[src/rtl/register_block_seq.sv]
// Z80 LDI/LDD/LDIR/LDDR sequencer: drives register-file strobes, ALU op and memory handshake.
// Optional macro REGISTER_BLOCK_SEQ_REFRESH_EN adds the PR_Inc_R refresh-increment output.
//
// state  | meaning
// IDLE   | waiting for Start
// RD     | read (HL), wait for MemAck
// WR     | write (DE), wait for MemAck
// UHL    | HL +/- 1
// UDE    | DE +/- 1
// UBC    | BC - 1, iteration counter - 1
// CHK    | write H/N/PV flags, decide loop / rewind / finish
// REW    | PC - 2 so the interrupted LDxR is refetched
// DONE   | one-cycle completion pulse
module register_block_seq #(
   parameter int MAX_WAIT = 15,
   parameter int CNT_W    = 16
) (
   input  logic             Clk,
   input  logic             Reset,
   input  logic             Start,
   input  logic             Repeat,
   input  logic             Decrement,
   input  logic [CNT_W-1:0] BC,
   input  logic             IntReq,
   input  logic             MemAck,
   output logic             MemRd,
   output logic             MemWr,
   output logic [1:0]       AddrSel,
   output logic             PI_ReadDtcs,
   output logic [2:0]       AluOp,
   output logic             PR_Write_H,
   output logic             PR_Write_L,
   output logic             PR_Write_D,
   output logic             PR_Write_E,
   output logic             PR_Write_B,
   output logic             PR_Write_C,
   output logic             PR_Write_PC_high,
   output logic             PR_Write_PC_low,
   output logic             PF_Write_H,
   output logic             PF_Write_N,
   output logic             PF_Write_PV,
   output logic             FlagPV,
   output logic             Busy,
   output logic             Done,
   output logic             Error
`ifdef REGISTER_BLOCK_SEQ_REFRESH_EN
   ,
   output logic             PR_Inc_R
`endif
);

   localparam int WAIT_W = (MAX_WAIT < 15) ? 4 : $clog2(MAX_WAIT + 1);

   typedef enum logic [3:0] {
      S_IDLE, S_RD, S_WR, S_UHL, S_UDE, S_UBC, S_CHK, S_REW, S_DONE
   } state_t;

   state_t             state_q, state_d;
   logic [CNT_W-1:0]   cnt_q, cnt_d;
   logic [WAIT_W-1:0]  wait_q, wait_d;
   logic               rep_q, rep_d;
   logic               dec_q, dec_d;

   logic               mem_rd_q, mem_rd_d;
   logic               mem_wr_q, mem_wr_d;
   logic [1:0]         addr_sel_q, addr_sel_d;
   logic [2:0]         alu_op_q, alu_op_d;
   logic               wr_h_q, wr_h_d, wr_l_q, wr_l_d;
   logic               wr_d_q, wr_d_d, wr_e_q, wr_e_d;
   logic               wr_b_q, wr_b_d, wr_c_q, wr_c_d;
   logic               wr_pch_q, wr_pch_d, wr_pcl_q, wr_pcl_d;
   logic               pf_wr_q, pf_wr_d;
   logic               flag_pv_q, flag_pv_d;
   logic               busy_q, busy_d;
   logic               done_q, done_d;
   logic               err_q, err_d;
   logic               inc_r_q, inc_r_d;

   // next-state, counters and latched op mode
   always_comb begin
      state_d = state_q;
      cnt_d   = cnt_q;
      wait_d  = wait_q;
      rep_d   = rep_q;
      dec_d   = dec_q;
      err_d   = 1'b0;
      case (state_q)
         S_IDLE: begin
            if (Start) begin
               state_d = S_RD;
               cnt_d   = BC;
               rep_d   = Repeat;
               dec_d   = Decrement;
               wait_d  = '0;
            end
         end
         S_RD, S_WR: begin
            if (MemAck) begin
               state_d = (state_q == S_RD) ? S_WR : S_UHL;
               wait_d  = '0;
            end else if (wait_q == WAIT_W'(MAX_WAIT - 1)) begin
               state_d = S_DONE;
               err_d   = 1'b1;
               wait_d  = '0;
            end else begin
               wait_d = wait_q + WAIT_W'(1);
            end
         end
         S_UHL: state_d = S_UDE;
         S_UDE: state_d = S_UBC;
         S_UBC: begin
            state_d = S_CHK;
            cnt_d   = cnt_q - CNT_W'(1);
         end
         S_CHK: begin
            if (rep_q && (cnt_q != '0)) begin
               state_d = IntReq ? S_REW : S_RD;
               wait_d  = '0;
            end else begin
               state_d = S_DONE;
            end
         end
         S_REW:   state_d = S_DONE;
         S_DONE:  state_d = S_IDLE;
         default: state_d = S_IDLE;
      endcase
   end

   // outputs decoded from the next state so they are registered and glitch-free
   always_comb begin
      mem_rd_d   = 1'b0;
      mem_wr_d   = 1'b0;
      addr_sel_d = 2'b00;
      alu_op_d   = 3'd0;
      wr_h_d     = 1'b0;
      wr_l_d     = 1'b0;
      wr_d_d     = 1'b0;
      wr_e_d     = 1'b0;
      wr_b_d     = 1'b0;
      wr_c_d     = 1'b0;
      wr_pch_d   = 1'b0;
      wr_pcl_d   = 1'b0;
      pf_wr_d    = 1'b0;
      flag_pv_d  = 1'b0;
      inc_r_d    = 1'b0;
      busy_d     = (state_d != S_IDLE);
      done_d     = (state_d == S_DONE);
      case (state_d)
         S_RD: begin
            mem_rd_d   = 1'b1;
            addr_sel_d = 2'b01;
         end
         S_WR: begin
            mem_wr_d   = 1'b1;
            addr_sel_d = 2'b10;
         end
         S_UHL: begin
            alu_op_d = dec_d ? 3'd2 : 3'd1;
            wr_h_d   = 1'b1;
            wr_l_d   = 1'b1;
         end
         S_UDE: begin
            alu_op_d = dec_d ? 3'd2 : 3'd1;
            wr_d_d   = 1'b1;
            wr_e_d   = 1'b1;
         end
         S_UBC: begin
            alu_op_d = 3'd2;
            wr_b_d   = 1'b1;
            wr_c_d   = 1'b1;
         end
         S_CHK: begin
            pf_wr_d   = 1'b1;
            flag_pv_d = (cnt_d != '0);
            inc_r_d   = rep_d && (cnt_d != '0);
         end
         S_REW: begin
            alu_op_d = 3'd3;
            wr_pch_d = 1'b1;
            wr_pcl_d = 1'b1;
         end
         default: ;
      endcase
   end

   always_ff @(posedge Clk or posedge Reset) begin
      if (Reset) begin
         state_q    <= S_IDLE;
         cnt_q      <= '0;
         wait_q     <= '0;
         rep_q      <= 1'b0;
         dec_q      <= 1'b0;
         mem_rd_q   <= 1'b0;
         mem_wr_q   <= 1'b0;
         addr_sel_q <= 2'b00;
         alu_op_q   <= 3'd0;
         wr_h_q     <= 1'b0;
         wr_l_q     <= 1'b0;
         wr_d_q     <= 1'b0;
         wr_e_q     <= 1'b0;
         wr_b_q     <= 1'b0;
         wr_c_q     <= 1'b0;
         wr_pch_q   <= 1'b0;
         wr_pcl_q   <= 1'b0;
         pf_wr_q    <= 1'b0;
         flag_pv_q  <= 1'b0;
         inc_r_q    <= 1'b0;
         busy_q     <= 1'b0;
         done_q     <= 1'b0;
         err_q      <= 1'b0;
      end else begin
         state_q    <= state_d;
         cnt_q      <= cnt_d;
         wait_q     <= wait_d;
         rep_q      <= rep_d;
         dec_q      <= dec_d;
         mem_rd_q   <= mem_rd_d;
         mem_wr_q   <= mem_wr_d;
         addr_sel_q <= addr_sel_d;
         alu_op_q   <= alu_op_d;
         wr_h_q     <= wr_h_d;
         wr_l_q     <= wr_l_d;
         wr_d_q     <= wr_d_d;
         wr_e_q     <= wr_e_d;
         wr_b_q     <= wr_b_d;
         wr_c_q     <= wr_c_d;
         wr_pch_q   <= wr_pch_d;
         wr_pcl_q   <= wr_pcl_d;
         pf_wr_q    <= pf_wr_d;
         flag_pv_q  <= flag_pv_d;
         inc_r_q    <= inc_r_d;
         busy_q     <= busy_d;
         done_q     <= done_d;
         err_q      <= err_d;
      end
   end

   assign MemRd            = mem_rd_q;
   assign MemWr            = mem_wr_q;
   assign AddrSel          = addr_sel_q;
   assign AluOp            = alu_op_q;
   assign PR_Write_H       = wr_h_q;
   assign PR_Write_L       = wr_l_q;
   assign PR_Write_D       = wr_d_q;
   assign PR_Write_E       = wr_e_q;
   assign PR_Write_B       = wr_b_q;
   assign PR_Write_C       = wr_c_q;
   assign PR_Write_PC_high = wr_pch_q;
   assign PR_Write_PC_low  = wr_pcl_q;
   assign PF_Write_H       = pf_wr_q;
   assign PF_Write_N       = pf_wr_q;
   assign PF_Write_PV      = pf_wr_q;
   assign FlagPV           = flag_pv_q;
   assign Busy             = busy_q;
   assign Done             = done_q;
   assign Error            = err_q;

   // the data latch must fire in the same cycle MemAck arrives, so it cannot be registered
   assign PI_ReadDtcs = (state_q == S_RD) && MemAck;

`ifdef REGISTER_BLOCK_SEQ_REFRESH_EN
   assign PR_Inc_R = inc_r_q;
`else
   logic unused_inc_r;
   assign unused_inc_r = inc_r_q;
`endif

endmodule

[config.mk]
export PLATFORM = sky130hd
export DESIGN_NAME = register_block_seq
export DESIGN_NICKNAME = d
export VERILOG_FILES = /design/src/rtl/register_block_seq.sv
export SDC_FILE = /design/constraint.sdc
export NUM_CORES = 1
export LEC_CHECK = 0
export CAP_MARGIN = 0
export CORE_MARGIN = 2
export CORE_UTILIZATION = 30
export DETAILED_ROUTE_END_ITERATION = 16
export PLACE_DENSITY = 0.6
export SYNTH_ARGS = -nofsm -noshare
export SYNTH_HDL_FRONTEND = slang
export SYNTH_SLANG_ARGS = --single-unit
export TNS_END_PERCENT = 5
[constraint.sdc]
create_clock -name Clk -period 5.2 [get_ports Clk]
set_input_delay 1.3 -clock Clk [delete_from_list [all_inputs] [get_ports Clk]]
set_output_delay 1.3 -clock Clk [all_outputs]
set_load 0.005 [all_outputs]
==> results.py <==
metrics = {
    "synth": {
        "yosysMostFrequentCell": "dfrtp_1",
        "avgSynthCellArea_um2": 9.35,
        "ys_ff_latch": 40,
        "yosysWarnings": 0,
        "synth_top_family_by_area": "simple AND/OR/NAND/NOR gates",
        "yosys.area_share.simple_pct": 25.5,
        "synthXorXnorAreaFrac_pct": 1.84,
        "muxShareOfSynthArea_pct": 1.32,
        "synth_common_cells": "dfrtp_1, nor2_1, o21ai_0",
        "synth_cell_types": 62,
        "synth_flop_cell": "dfrtp_1",
        "synth_top_cell_area_share_pct": 42.1,
        "async_flop_share_pct": 100,
        "synthTopCellsByArea": "dfrtp_1, o21ai_0, nor2_1",
        "synth-compound-area-share_pct": 19.9,
        "netlist_instances": 254,
        "ys_seq_area_share_pct": 42.1,
        "synth_top_area_cell": "dfrtp_1",
        "synth.cell_area_um2": 2370,
        "syn_nets": 281,
        "synth_fa_ha_area_share_pct": 2.11,
        "synth_edf_count": 0,
    },
    "timing": {
        "period_minus_slack_ps": 3880,
        "period_share_pct": 74.6,
        "slew_headroom_pct": 19.9,
        "tightest_slew_ps": 1190,
        "finalHoldViolCount": 0,
        "max_freq_ghz": 0.258,
        "finalClockSkew_ps": 5.03,
        "rsz0062_at_grt": "false",
        "drv_slew": 0,
        "setup_viol": 0,
        "setup_ws_ps": 1320,
        "finalSetupTns_ps": 0,
    },
    "worst_setup_path": {
        "critPathKind": "input pin to output port",
        "cpPeakStageDelay_ps": 590,
        "cp.arrival_ps": 2580,
        "crit_cells": 3,
        "crit_top_cell": "clkdlybuf4s50_1",
        "cp_top_family": "buffers and inverters",
        "cp.required_ps": 3900,
        "critPathMaxFanout": 8,
        "path_cells": "clkdlybuf4s50_1 -> and3_1 -> clkdlybuf4s50_1",
        "worstSetupStartpointType": "input pin",
        "cp.buffers_inverters": 2,
        "r2r_cells": 6,
        "cp_slowest_cell": "clkdlybuf4s50_1",
        "worstSetupEndpointType": "output port",
    },
    "route": {
        "first_pass_iters": 4,
        "drtIter0Drc": 91,
        "route.vias.total": 2049,
        "routed_wl_um": 5990,
        "viasPerCell": 5.27,
        "wl_per_cell_um": 15.4,
        "ant_nets": 0,
        "drc": 0,
    },
    "finish": {
        "layout-drive-gt1-share_pct": 8.36,
        "diodes": 0,
        "ff_latch_area_um2": 1000,
        "fillers": 805,
        "multi_input_area_um2": 1210,
        "fin_nets": 313,
        "area_delta_synth_final_pct": 24.0,
    },
    "die": {
        "num_rows": 32,
        "die_height_um": 93.0,
        "fp.dieW_um": 93.0,
        "start_util_pct": 30.9,
        "die_area_um2": 8640,
        "fp.coreArea_um2": 7690,
        "ios": 46,
    },
    "outcome": {
        "status": "finished, final reports clean",
    },
    "placed_design": {
        "io_buffers": 44,
        "gp_congestion": 0.839,
        "pre_cts_ws_ps": 1340,
        "hpwl_um": 4250,
    },
    "global_routing": {
        "grt_first_pass_wirelength_um": 9610,
        "antenna_found_initial": 0,
        "grt_pass1_vias": 1942,
        "grt-ovfl-total": 0,
        "grt_max_degree": 27,
        "track_usage_pct": 14.0,
    },
    "clocking": {
        "cts_sinks": 40,
        "post_cts_buffers": 0,
        "clk_pin_slew_worst_paths_ps": 80,
        "hold_buffers": 0,
        "clockRootBuffer": "clkbuf_8",
        "h-tree-depth": 2,
        "clkLatencyLatePin_ps": 300,
        "cts.repair.resized": 0,
        "cts_made_buffers": 5,
        "cts_tree": "built",
        "clockBufferDepth": 2,
    },
    "power": {
        "p_leak_nw": 1.19,
        "powerDensity_nw_per_um2": 570,
        "ir_worst_vdd_mv": 0.270,
    },
    "run": {
        "drv_cap": 0,
    },
    "worst_hold_path": {
        "hp-class": "flip-flop to flip-flop",
        "min_path_cells": 1,
    },
}
layout by cell type (no fill, tap or decap), types with 3 or more instances in the layout:
master           instances
o21ai_0                 20
a21o_1                   4
nor3_1                   4
and3_1                   3
a21oi_1                  6
xnor2_1                  3
ha_1                     4
inv_1                    9
nand4_1                  6
clkbuf_8                 5
nor2b_1                  5
nor3b_1                  3
nand3_1                  3
nand2b_1                 3
a22oi_1                  4
clkdlybuf4s50_1         44
nand2_1                 19
dfrtp_1                 40
or4_1                    4
and2_1                   3
nor2_1                  24
a211oi_1                 3
a31oi_1                  3
nor4_1                   7
o21ai_1                  6
power by group:
| part | total [W] | internal (W) | switching [W] |
|---|---|---|---|
| sequential | 0.000636 | 0.000432 | 0.000204 |
| combinational | 0.000783 | 0.000381 | 0.000402 |
| clock | 0.000258 | 0.000142 | 0.000116 |
| total | 0.00168 | 0.000956 | 0.000722 |
layout make-up:
cell class                 count  area share (%)
timing repair buffer          46            15.5
inverter                      11            1.40
clock inverter                 3            1.44
sequential                    40            34.0
tap                          102            4.33
clock buffer                   5            2.34
multi-input combinational    182            41.0
routing by layer:
layer  up-vias  wire length, µm  global-route usage (%)
met1       985             2810                    19.6
met2        55             2810                    21.7
met4         0               70                    4.41
li1       1000                -                       -
met3         9              293                    2.90
met5         -                0                       0
worst paths after layout:
kind / end / slack [ps] / start
max reg2reg: FlagPV / 2570 / state_q[2]
min reg2reg: wait_q[3] / 530 / wait_q[3]
min: wait_q[3] / 530 / wait_q[3]
max in group asynchronous: AddrSel[0] / 3080 / Reset
min in group asynchronous: cnt_q[15] / 1360 / Reset
max: PI_ReadDtcs / 1320 / MemAck
kinds of logic after synthesis:
family | Yosys count
fa+ha+maj | 4
xor+xnor | 5
buf+inv | 32
other cells | 1
simple gates | 101
mux | 3
compound gates | 68
flops | 40
registers in the layout, summed over array words and instances (netlist names), 2 cells and up:
register and count:
wait_q 4, AluOp 2, state_q 4, cnt_q 16, AddrSel 2
through the flow:
stage	cell area, µm²	util, %	hold slack (ps)	power, W	instances
after floorplan	2370	-	465	0.00118	254
after global placement	2830	36.8	501	0.00141	381
after detailed placement	2830	36.8	526	0.00142	381
after CTS	2940	38.3	533	0.00169	389
after global routing	2940	38.3	554	0.00181	389
final	2940	38.3	534	0.00168	389
Note: power is estimated with default switching activity, not from simulation.
